<file path="config.mk">
export PLATFORM = sky130hd
export DESIGN_NAME = axicb_skid_pipeline
export DESIGN_NICKNAME = d
export VERILOG_FILES = /design/src/rtl/axicb_skid_pipeline.sv
export SDC_FILE = /design/constraint.sdc
export NUM_CORES = 1
export LEC_CHECK = 0
export ABC_CLOCK_PERIOD_IN_PS = 4600
export CAP_MARGIN = 10
export CORE_ASPECT_RATIO = 0.7
export CORE_MARGIN = 4
export CORE_UTILIZATION = 55
export CTS_BUF_LIST = sky130_fd_sc_hd__clkbuf_2 sky130_fd_sc_hd__clkbuf_4 sky130_fd_sc_hd__clkbuf_8
export DETAILED_ROUTE_END_ITERATION = 8
export PLACE_DENSITY = 0.86
export SLEW_MARGIN = 20
export SYNTH_ARGS = -nofsm -noshare
export SYNTH_HDL_FRONTEND = slang
export SYNTH_SLANG_ARGS = --single-unit
</file>
<file path="constraint.sdc">
create_clock -name aclk -period 4.6 [get_ports aclk]
set_input_delay 0.92 -clock aclk [delete_from_list [all_inputs] [get_ports aclk]]
set_output_delay 0.92 -clock aclk [all_outputs]
set_load 0.005 [all_outputs]
</file>
<file path="src/rtl/axicb_skid_pipeline.sv">
// Purpose: cascade of NB_PIPELINE valid/ready register stages for crossbar channels; MODE 0 = forward register, MODE 1 = skid buffer.
// Latency: NB_PIPELINE cycles from input accept to o_valid; NB_PIPELINE=0 is a combinational passthrough.
// Backpressure: MODE 0 i_ready is combinational from o_ready; MODE 1 i_ready comes from a flop. Optional macro AXICB_PIPE_PARITY_EN adds carried parity and sticky o_parity_err.
module axicb_skid_pipeline #(
    parameter  int DATA_BUS_W  = 8,
    parameter  int NB_PIPELINE = 1,
    parameter  int MODE        = 1,
    localparam int CAP         = NB_PIPELINE * (MODE + 1),
    localparam int CNT_W       = (CAP > 0) ? $clog2(CAP + 1) : 1
) (
    input  logic                  aclk,
    input  logic                  aresetn,
    input  logic                  srst,
    input  logic                  i_valid,
    output logic                  i_ready,
    input  logic [DATA_BUS_W-1:0] i_data,
    output logic                  o_valid,
    input  logic                  o_ready,
    output logic [DATA_BUS_W-1:0] o_data,
`ifdef AXICB_PIPE_PARITY_EN
    output logic                  o_parity_err,
`endif
    output logic [CNT_W-1:0]      o_count
);

`ifdef AXICB_PIPE_PARITY_EN
    localparam int PW = DATA_BUS_W + 1;
`else
    localparam int PW = DATA_BUS_W;
`endif

    // Handshake/payload at each stage boundary: index 0 is the pipeline input, NB_PIPELINE the output.
    logic [NB_PIPELINE:0] st_vld;
    logic [NB_PIPELINE:0] st_rdy;
    logic [PW-1:0]        st_dat [NB_PIPELINE+1];

    logic             in_acc;
    logic             out_take;
    logic [CNT_W-1:0] count_q;
    logic [CNT_W-1:0] count_d;

    assign st_vld[0] = i_valid;
    assign i_ready   = st_rdy[0];
`ifdef AXICB_PIPE_PARITY_EN
    assign st_dat[0] = {^i_data, i_data};
`else
    assign st_dat[0] = i_data;
`endif

    assign o_valid             = st_vld[NB_PIPELINE];
    assign o_data              = st_dat[NB_PIPELINE][DATA_BUS_W-1:0];
    assign st_rdy[NB_PIPELINE] = o_ready;

    for (genvar k = 0; k < NB_PIPELINE; k++) begin : g_stage
        if (MODE == 0) begin : g_fwd
            logic          vld_q;
            logic          vld_d;
            logic [PW-1:0] dat_q;
            logic [PW-1:0] dat_d;

            assign st_rdy[k]   = ~(vld_q & ~st_rdy[k+1]);
            assign st_vld[k+1] = vld_q;
            assign st_dat[k+1] = dat_q;

            // Refill whenever the slot is free or draining; data only changes on an accept.
            always_comb begin
                vld_d = vld_q;
                dat_d = dat_q;
                if (st_rdy[k]) begin
                    vld_d = st_vld[k];
                    if (st_vld[k]) begin
                        dat_d = st_dat[k];
                    end
                end
                if (srst) begin
                    vld_d = 1'b0;
                    dat_d = '0;
                end
            end

            // Stage register.
            always_ff @(posedge aclk or negedge aresetn) begin
                if (!aresetn) begin
                    vld_q <= 1'b0;
                    dat_q <= '0;
                end else begin
                    vld_q <= vld_d;
                    dat_q <= dat_d;
                end
            end
        end else begin : g_skid
            // Encoding chosen so bit0 = main valid and bit1 = skid valid, both straight from the flop.
            typedef enum logic [1:0] {
                ST_EMPTY = 2'b00,
                ST_BUSY  = 2'b01,
                ST_FULL  = 2'b11
            } state_t;

            state_t        state_q;
            state_t        state_d;
            logic [PW-1:0] main_dat_q;
            logic [PW-1:0] main_dat_d;
            logic [PW-1:0] skid_dat_q;
            logic [PW-1:0] skid_dat_d;
            logic          acc;
            logic          take;

            assign st_rdy[k]   = ~state_q[1];
            assign st_vld[k+1] = state_q[0];
            assign st_dat[k+1] = main_dat_q;
            assign acc         = st_vld[k] & ~state_q[1];
            assign take        = state_q[0] & st_rdy[k+1];

            // Next state: an accept during a stall parks the word in the skid register.
            always_comb begin
                state_d    = state_q;
                main_dat_d = main_dat_q;
                skid_dat_d = skid_dat_q;
                case (state_q)
                    ST_EMPTY: begin
                        if (acc) begin
                            state_d    = ST_BUSY;
                            main_dat_d = st_dat[k];
                        end
                    end
                    ST_BUSY: begin
                        if (acc && take) begin
                            main_dat_d = st_dat[k];
                        end else if (acc) begin
                            state_d    = ST_FULL;
                            skid_dat_d = st_dat[k];
                        end else if (take) begin
                            state_d = ST_EMPTY;
                        end
                    end
                    ST_FULL: begin
                        if (take) begin
                            state_d    = ST_BUSY;
                            main_dat_d = skid_dat_q;
                        end
                    end
                    default: state_d = ST_EMPTY;
                endcase
                if (srst) begin
                    state_d    = ST_EMPTY;
                    main_dat_d = '0;
                    skid_dat_d = '0;
                end
            end

            // State and data registers.
            always_ff @(posedge aclk or negedge aresetn) begin
                if (!aresetn) begin
                    state_q    <= ST_EMPTY;
                    main_dat_q <= '0;
                    skid_dat_q <= '0;
                end else begin
                    state_q    <= state_d;
                    main_dat_q <= main_dat_d;
                    skid_dat_q <= skid_dat_d;
                end
            end
        end
    end

    assign in_acc   = i_valid & i_ready;
    assign out_take = o_valid & o_ready;

    // Occupancy: +1 per accept, -1 per take; with no stages both always coincide so it stays 0.
    always_comb begin
        count_d = count_q;
        if (in_acc && !out_take) begin
            count_d = count_q + CNT_W'(1);
        end else if (!in_acc && out_take) begin
            count_d = count_q - CNT_W'(1);
        end
        if (srst) begin
            count_d = '0;
        end
    end

    // Occupancy register.
    always_ff @(posedge aclk or negedge aresetn) begin
        if (!aresetn) begin
            count_q <= '0;
        end else begin
            count_q <= count_d;
        end
    end

    assign o_count = count_q;

`ifdef AXICB_PIPE_PARITY_EN
    logic par_err_q;
    logic par_err_d;

    // Sticky flag: set after any take whose carried parity disagrees with the delivered data.
    always_comb begin
        par_err_d = par_err_q;
        if (out_take && (st_dat[NB_PIPELINE][DATA_BUS_W] != ^o_data)) begin
            par_err_d = 1'b1;
        end
        if (srst) begin
            par_err_d = 1'b0;
        end
    end

    // Parity error register.
    always_ff @(posedge aclk or negedge aresetn) begin
        if (!aresetn) begin
            par_err_q <= 1'b0;
        end else begin
            par_err_q <= par_err_d;
        end
    end

    assign o_parity_err = par_err_q;
`endif

endmodule

</file>
==> reports/qor.yml, run 1 <==
grt:
  first_global_vias: 820
  antenna_found_initial: 0
  grtUsageTotal: 0.182
  grt_pass1_wl_um: 3630
  gr-total-overflow: 0
  grt_start_max_net_pins: 21
clock_tree:
  clock_latency_ns: 0.30
  cts_resized: 0
  hold_buffers: 0
  clock-sinks: 20
  cts_tree: "yes"
  clockRootBuffer: "clkbuf_4"
  cts_buffers: 3
  postCtsSetupRepairBufs: 0
  clock_path_buffers: 2
  cts_max_level: 1
  path_clk_slew_ns: 0.10
synth:
  synth-seq-cells: 20
  syn_area_per_cell_um2: 10.4
  synth_mux_area_frac: 0.184
  synth_adder_area_share: 0.0571
  synth_top_area_frac: 0.457
  yosys_warnings: 0
  synth_edf_count: 0
  synth_area_leaders: "dfrtp_1 (46%), mux2_2 (9.3%), mux2i_1 (9.1%)"
  netlist_area_um2: 1090
  syn-num-nets: 123
  async_reset_ff_frac: 1.00
  synth_flop_cell: "dfrtp_1"
  synth-compound-area-share: 0.0869
  postSynthCellCount: 105
  synth_top_family_by_area: "multiplexers"
  yosys.area_share.simple: 0.163
  yosys.area.top_type: "dfrtp_1"
  synth_xor_area_frac: 0.0160
  ys_seq_area_frac: 0.457
  synth_cell_types: 29
power_and_ir_drop:
  p_sw_frac: 0.323
  vdd_drop_max_mv: 0.324
  p_clk_frac: 0.128
  switching_power_uw: 205
  comb_power_share: 0.454
  p_leak_nw: 0.600
  p_per_area_nw_per_um2: 467
  internal_power_uw: 430
  power_frac_seq: 0.419
timing:
  final.min_clock_period_ns: 2.79
  fin_setup_tns_ns: 0
  maxSlewViolCount: 0
  holdWs_ns: 0.501
  tightest_slew_ns: 1.08
  fin_skew_ns: 0.00484
  rsz0062_at_grt: "no"
  max_freq_ghz: 0.358
  max_slew_margin: 0.277
  setup_viol: 0
  period_share: 0.607
  finalHoldViolations: 0
floorplanning:
  core-area_um2: 1870
  dieArea_um2: 2780
  start_util: 0.585
  die_w_um: 61.3
  ios: 25
  rows: 13
  die_y_um: 45.3
layout:
  seq_area_um2: 500
  antenna_cells: 0
  post-route-util: 0.726
  nFillCells: 141
  design_area_um2: 1360
  fin_nets: 148
  multi_input_area_um2: 556
  drive_above_1_share: 0.133
  syn2layout_area_growth_pct: 24.0
place:
  io_buffers: 24
  gp_congestion: 0.747
  placed_area_um2: 1340
  post-dp-hpwl_um: 1590
setup_path:
  critPathTopFamily: "buffers and inverters"
  critPathArrivalTime_ns: 2.99
  cp.buffers_inverters: 2
  required_ns: 4.79
  startpoint_type: "input port"
  cp-end-kind: "register"
  path_cells: "clkdlybuf4s50_1 > inv_2 > a32oi_1 > a21boi_2 > mux2_2"
  criticalPathCategory: "input port to register"
  max_stage_delay_ns: 0.86
  crit_path_top_delay_cell: "clkdlybuf4s50_1"
  rrSetupSlack_ns: 2.45
  worstPathMaxFanout: 17
detailed_routing:
  drt_first_pass_iters: 5
  vias: 839
  final_antenna_net_count: 0
  routed_via_density: 5.59
  drt_wl_total_um: 2130
  drc_errors: 0
  wl_per_cell_um: 14.2
  drt_iter0_drc: 38
status:
  outcome: "finished clean"
min_path:
  hold_path_class: "register to register"
flow_run:
  max_cap_viol_count: 0
-- cells in the final DEF (no fill, tap or decap) --
cell             instances
a211o_1                  1
a21boi_0                 1
a21boi_2                 1
a21oi_1                  1
a31oi_1                  1
a32oi_1                  1
and3b_1                  1
clkbuf_4                 3
clkdlybuf4s50_1         24
dfrtp_1                 20
ha_1                     5
inv_1                    2
inv_2                    1
mux2_2                   9
mux2i_1                 10
nand2_1                 19
nand2b_1                 1
nand3_4                  1
nor2_1                   9
nor2b_1                  3
nor3_1                   1
o211ai_1                 1
o21ai_0                  8
or2_2                    1
or4_4                    1
xnor2_1                  1
xor2_1                   1
-- final timing paths --
path | to | from | depth (start not counted)
min in group asynchronous | o_count[0] | aresetn | 1
setup reg to reg | o_data[0] | g_stage[0].g_skid.state_q[0] | 4
max in group asynchronous | o_data[2] | aresetn | 1
setup / recovery | g_stage[0].g_skid.state_q[1] | srst | 5
hold / removal | g_stage[0].g_skid.skid_dat_q[1] | g_stage[0].g_skid.skid_dat_q[1] | 2
hold reg to reg | g_stage[0].g_skid.skid_dat_q[1] | g_stage[0].g_skid.skid_dat_q[1] | 2
-- layout make-up --
type                            count  area share
Inverter                            3     0.00829
Multi-Input combinational cell     78       0.409
Timing Repair Buffer               24       0.177
Tap cell                           22      0.0203
Sequential cell                    20       0.369
Clock buffer                        3      0.0166
-- state kept, by name, indices dropped and copies added, names as in the netlist --
register,flops
o_data,8
g_stage.g_skid.state_q,2
g_stage.g_skid.skid_dat_q,8
o_count,2
-- worst register-to-register path: cells and delay by family (launching register included) --
kind | cells | cell delay (ns)
adder cells (fa/ha/maj) | 1 | 0.44
flip-flops | 1 | 0.48
multiplexers | 1 | 0.36
AND/OR/NAND/NOR | 2 | 0.77
-- logic make-up after synthesis --
family | Yosys count
AND/OR/NAND/NOR | 37
flip-flops | 20
multiplexers | 19
AO/OA/AOI/OAI | 15
buffers and inverters | 7
adder cells (fa/ha/maj) | 5
XOR/XNOR | 2
-- routing by layer --
metal,GRT usage,up-vias,share of wire
met1,0.240,400,0.44
li1,-,406,-
met2,0.283,28,0.48
met4,0.0693,0,0.012
met3,0.0543,5,0.069
met5,0,-,0
-- synthesized netlist by cell type, types with 2 or more instances --
master,instances
dfrtp_1,20
nand2_1,19
mux2i_1,10
mux2_2,9
nor2_1,9
o21ai_0,8
ha_1,5
nor2b_1,3
inv_1,2
-- power groups by stage --
stage / clock (mW) / sequential [mW] / combinational [mW]
after floorplan: 0 / 0.266 / 0.163
after global placement: 0 / 0.264 / 0.285
after detailed placement: 0 / 0.269 / 0.292
after CTS: 0.0817 / 0.266 / 0.292
after global routing: 0.0898 / 0.274 / 0.317
final: 0.0811 / 0.266 / 0.288
-- stage by stage --
stage	std cells	worst slack (ns)	total power [mW]
3_5_place_dp	147	1.51	0.560
2_1_floorplan	105	2.41	0.429
5_1_grt	150	1.70	0.680
6_report	150	1.81	0.634
4_1_cts	150	1.81	0.640
3_3_place_gp	147	1.57	0.549
(Power assumes the default switching activity.)
==> run 2: changes to the inputs <==
Settings changed: ABC_CLOCK_PERIOD_IN_PS 4600 to 2300, CORE_UTILIZATION 55 to 46, PLACE_DENSITY 0.86 to 0.77.
Clock period 4.6 ns to 2.3 ns, I/O delays scaled along.
==> run 2 against run 1 <==
  * Utilization is 7.5 points lower
  * Worst hold slack worse by 0.026 ns
  * Power rose by 110%
  * Largest power group unchanged
  * Cell count up 12%
  * Cell area rose by 5.8%
  * Sequential power grew 100%
  * Critical path depth stayed put
==> reports/qor.yml, run 2 (synthesis gave the netlist of run 1 again) <==
power_and_ir_drop:
  p_leak_nw: 0.641
  p_per_area_nw_per_um2: 930
  vdd_drop_max_mv: 0.460
grt:
  antenna_found_initial: 0
  grt_start_max_net_pins: 21
  gr-total-overflow: 0
  grt_pass1_wl_um: 3840
  first_global_vias: 867
  grtUsageTotal: 0.155
timing:
  tightest_slew_ns: 0.308
  max_slew_margin: 0.793
  maxSlewViolCount: 0
  rsz0062_at_grt: "no"
  period_share: 0.826
  final.min_clock_period_ns: 1.90
  setup_viol: 0
  finalHoldViolations: 0
  fin_setup_tns_ns: 0
  fin_skew_ns: 0.00603
  max_freq_ghz: 0.526
setup_path:
  cp-end-kind: "register"
  crit_path_top_delay_cell: "or4_4"
  startpoint_type: "register"
  max_stage_delay_ns: 0.50
  worstPathMaxFanout: 8
  critPathTopFamily: "simple AND/OR/NAND/NOR gates"
  required_ns: 2.50
  cp.buffers_inverters: 1
  path_cells: "inv_1 > ha_1 > or4_4 > nand3_4 > mux2_2"
  critPathArrivalTime_ns: 2.10
  criticalPathCategory: "register to register"
clock_tree:
  cts_max_level: 1
  cts_resized: 0
  postCtsSetupRepairBufs: 0
  clock_path_buffers: 2
  cts_buffers: 3
  path_clk_slew_ns: 0.11
  clockRootBuffer: "clkbuf_4"
  clock_latency_ns: 0.31
  clock-sinks: 20
  cts_tree: "yes"
  hold_buffers: 0
detailed_routing:
  drt_iter0_drc: 17
  drt_first_pass_iters: 2
  vias: 835
  drc_errors: 0
  drt_wl_total_um: 2270
  routed_via_density: 4.97
  final_antenna_net_count: 0
  wl_per_cell_um: 13.5
place:
  post-dp-hpwl_um: 1830
  gp_congestion: 0.814
  io_buffers: 24
layout:
  nFillCells: 201
  layout_common_cells: "clkdlybuf4s50_1 (24), dfrtp_1 (20), nand2_1 (19)"
  syn2layout_area_growth_pct: 31.2
  antenna_cells: 0
  post-route-util: 0.651
  multi_input_area_um2: 556
  drive_above_1_share: 0.184
  fin_nets: 155
  final_common_cell: "clkdlybuf4s50_1"
  seq_area_um2: 500
floorplanning:
  die_w_um: 66.3
  core-area_um2: 2210
  dieArea_um2: 3240
  die_y_um: 48.8
  ios: 25
  rows: 14
  start_util: 0.496
min_path:
  hold_path_class: "input port to asynchronous set/reset pin"
flow_run:
  max_cap_viol_count: 0
status:
  outcome: "finished clean"
## run 2: layer usage
layer | share of wire | wire length (um) | vias up | global-route usage
li1 | - | - | 417 | -
met1 | 0.47 | 1070 | 396 | 0.194
met2 | 0.45 | 1030 | 18 | 0.245
met3 | 0.060 | 137 | 4 | 0.0599
met4 | 0.014 | 31 | 0 | 0.0507
met5 | 0 | 0 | - | 0
## run 2: cell type report
cell class                      instances  area share
Multi-Input combinational cell         78       0.387
Sequential cell                        20       0.348
Timing Repair Buffer                   31       0.204
Tap cell                               32      0.0279
Clock buffer                            4      0.0253
Inverter                                3     0.00784
## run 2: through the flow
step	setup slack, ns	hold WS [ns]	instance area (um2)	std cells	power [mW]
after global routing	0.291	0.487	1440	168	1.43
after CTS	0.382	0.485	1440	168	1.35
final	0.399	0.475	1440	168	1.34
after floorplan	0.387	0.164	1090	105	0.858
after global placement	0.184	0.463	1400	164	1.13
after detailed placement	0.158	0.475	1400	164	1.15
## run 2: worst reg2reg max path: cells and delay by family, from the launching register on
kind,cells,cell delay (ns)
flops,1,0.44
fa+ha+maj,1,0.22
simple gates,2,0.66
mux,1,0.35
buf+inv,1,0.12
## run 2: where the power goes
group | leakage (nW) | switching (mW) | internal (mW)
combinational | 0.361 | 0.239 | 0.357
clock | 0.0210 | 0.108 | 0.0967
sequential | 0.260 | 0.0788 | 0.456
## run 2: final timing paths
path | start | endpoint | slack, ns | cells after the start
max reg2reg | g_stage[0].g_skid.state_q[1] | o_data[0] | 0.40 | 5
min reg2reg | g_stage[0].g_skid.skid_dat_q[1] | g_stage[0].g_skid.skid_dat_q[1] | 0.50 | 2
min | aresetn | o_data[5] | 0.47 | 2
max in group asynchronous | aresetn | o_data[4] | 1.61 | 2
max | g_stage[0].g_skid.state_q[1] | o_data[0] | 0.40 | 5
min in group aclk | g_stage[0].g_skid.skid_dat_q[1] | g_stage[0].g_skid.skid_dat_q[1] | 0.50 | 2
==> run 3: changes to the inputs <==
Settings changed: ABC_CLOCK_PERIOD_IN_PS 2300 to 1700.
Clock period 2.3 ns to 1.7 ns, I/O delays scaled along.
==> run 3 against run 2 <==
  * Fmax up 5.6%
  * Wire length rose by 5.9%
  * Power grew 55%
  * Global-route usage is 0.24 points higher
  * Combinational power is 80% higher
  * Highest routed layer unchanged
  * The run now ends with negative setup slack left
  * Worst setup slack got worse by 0.50 ns
  * Die area did not move
  * Largest cell class unchanged
  * Non-clock buffer count rose by 13
==> reports/qor.yml, run 3 (synthesis gave the netlist of run 1 again) <==
status:
  outcome: "finished, violations left"
  violations: "negative setup slack"
power_and_ir_drop:
  power_frac_seq: 0.354
  p_sw_frac: 0.315
  p_per_area_nw_per_um2: 1280
  switching_power_uw: 651
  vdd_drop_max_mv: 0.745
  internal_power_mw: 1.42
  p_leak_nw: 0.739
  comb_power_share: 0.518
  p_total_mw: 2.07
  p_clk_frac: 0.128
place:
  gp_congestion: 0.862
  post-dp-hpwl_um: 1840
  io_buffers: 24
floorplanning:
  rows: 14
  dieArea_um2: 3240
  ios: 25
  die_y_um: 48.8
  core-area_um2: 2210
  start_util: 0.496
  die_w_um: 66.3
timing:
  setup_viol: 9
  rsz0062_at_grt: "yes"
  maxSlewViolCount: 0
  max_freq_ghz: 0.555
  setup_ws_ns: -0.101
  fin_skew_ns: 0.00182
  max_slew_margin: 0.795
  finalHoldViolations: 0
  tightest_slew_ns: 0.305
  fin_setup_tns_ns: -0.788
  final.min_clock_period_ns: 1.80
  period_share: 1.06
setup_path:
  path_cells: "inv_4 > ha_2 > or4_4 > nand3_4 > mux2_4"
  critPathArrivalTime_ns: 1.99
  criticalPathCategory: "register to register"
  required_ns: 1.89
  cp-end-kind: "register"
  max_stage_delay_ns: 0.50
  critPathTopFamily: "simple AND/OR/NAND/NOR gates"
  startpoint_type: "register"
  worstPathMaxFanout: 8
  ff2ff_path_depth: 5
  r2r-end: "o_data[6]"
  crit_path_top_delay_cell: "or4_4"
  rr_startpoint: "g_stage[0].g_skid.state_q[1]"
  cp.buffers_inverters: 1
  rrSetupSlack_ns: -0.10
clock_tree:
  clock_latency_ns: 0.29
  path_clk_slew_ns: 0.10
  cts_tree: "yes"
  cts_max_level: 1
  clockRootBuffer: "clkbuf_4"
  cts_buffers: 3
  clock-sinks: 20
  clock_path_buffers: 2
grt:
  gr-total-overflow: 0
  first_global_vias: 852
  antenna_found_initial: 0
  grtUsageTotal: 0.158
  grt_pass1_wl_um: 3950
  grt_start_max_net_pins: 21
detailed_routing:
  vias: 881
  final_antenna_net_count: 0
  wl_per_cell_um: 13.3
  routed_via_density: 4.87
  drc_errors: 0
  drt_iter0_drc: 41
  drt_wl_total_um: 2410
  drt_first_pass_iters: 4
layout:
  drive_above_1_share: 0.315
  layout_common_cells: "clkdlybuf4s50_1 (23), buf_4 (20), nand2_1 (19)"
  final_common_cell: "clkdlybuf4s50_1"
  antenna_cells: 0
  fin_nets: 168
  nFillCells: 166
  syn2layout_area_growth_pct: 48.1
flow_run:
  max_cap_viol_count: 0
min_path:
  hold_path_class: "input port to asynchronous set/reset pin"
[run 3: worst max path at each step]
stage	startpoint	end	slack [ns]	cells after the start
final	g_stage[0].g_skid.state_q[1]	o_data[6]	-0.10	5
after global routing	g_stage[0].g_skid.state_q[1]	o_data[6]	-0.14	5
after CTS	g_stage[0].g_skid.state_q[0]	o_data[7]	-0.10	4
after detailed placement	srst	o_data[7]	-0.32	7
after global placement	srst	o_data[6]	-0.25	7
after floorplan	g_stage[0].g_skid.state_q[0]	o_data[0]	-0.07	5
[run 3: metal layers]
metal,routed length (um),vias up,GRT usage
met3,111,3,0.0415
met4,8,0,0.0304
met2,1150,19,0.247
li1,-,444,-
met1,1140,415,0.220
met5,0,-,0
[run 3: area by class of cell]
type / instances / area, um2 / area share
inverters: 3 / 13.8 / 0.00849
multi-input cells: 78 / 639 / 0.394
flip-flops and latches: 20 / 503 / 0.310
well taps: 32 / 40.0 / 0.0247
repair buffers: 44 / 389 / 0.240
clock buffers: 4 / 36.3 / 0.0224
[run 3: stage by stage]
step	hold slack, ns	cell area, um2	util	setup slack (ns)	instances
after floorplan	0.0444	1140	-	-0.0729	105
after global placement	0.462	1530	0.693	-0.252	175
after detailed placement	0.471	1530	0.693	-0.320	175
after CTS	0.373	1590	0.719	-0.104	181
after global routing	0.377	1620	0.735	-0.143	181
final	0.374	1620	0.735	-0.101	181
[run 3: repair_timing]
| action | CTS | global route |
|---|---|---|
| gates cloned | 0 | 0 |
| hold buffers | 0 | 0 |
| pin swaps | 4 | 4 |
| endpoints found under the setup margin | 10 | 11 |
| gates resized for setup | 3 | 5 |
| buffers inserted | 2 | 0 |
[run 3: power by group through the flow]
stage	clock network [mW]	logic, mW	registers [mW]
after global placement	0	0.990	0.730
after floorplan	0	0.518	0.737
after detailed placement	0	1.00	0.740
after CTS	0.279	1.02	0.729
after global routing	0.306	1.16	0.753
final	0.266	1.07	0.733
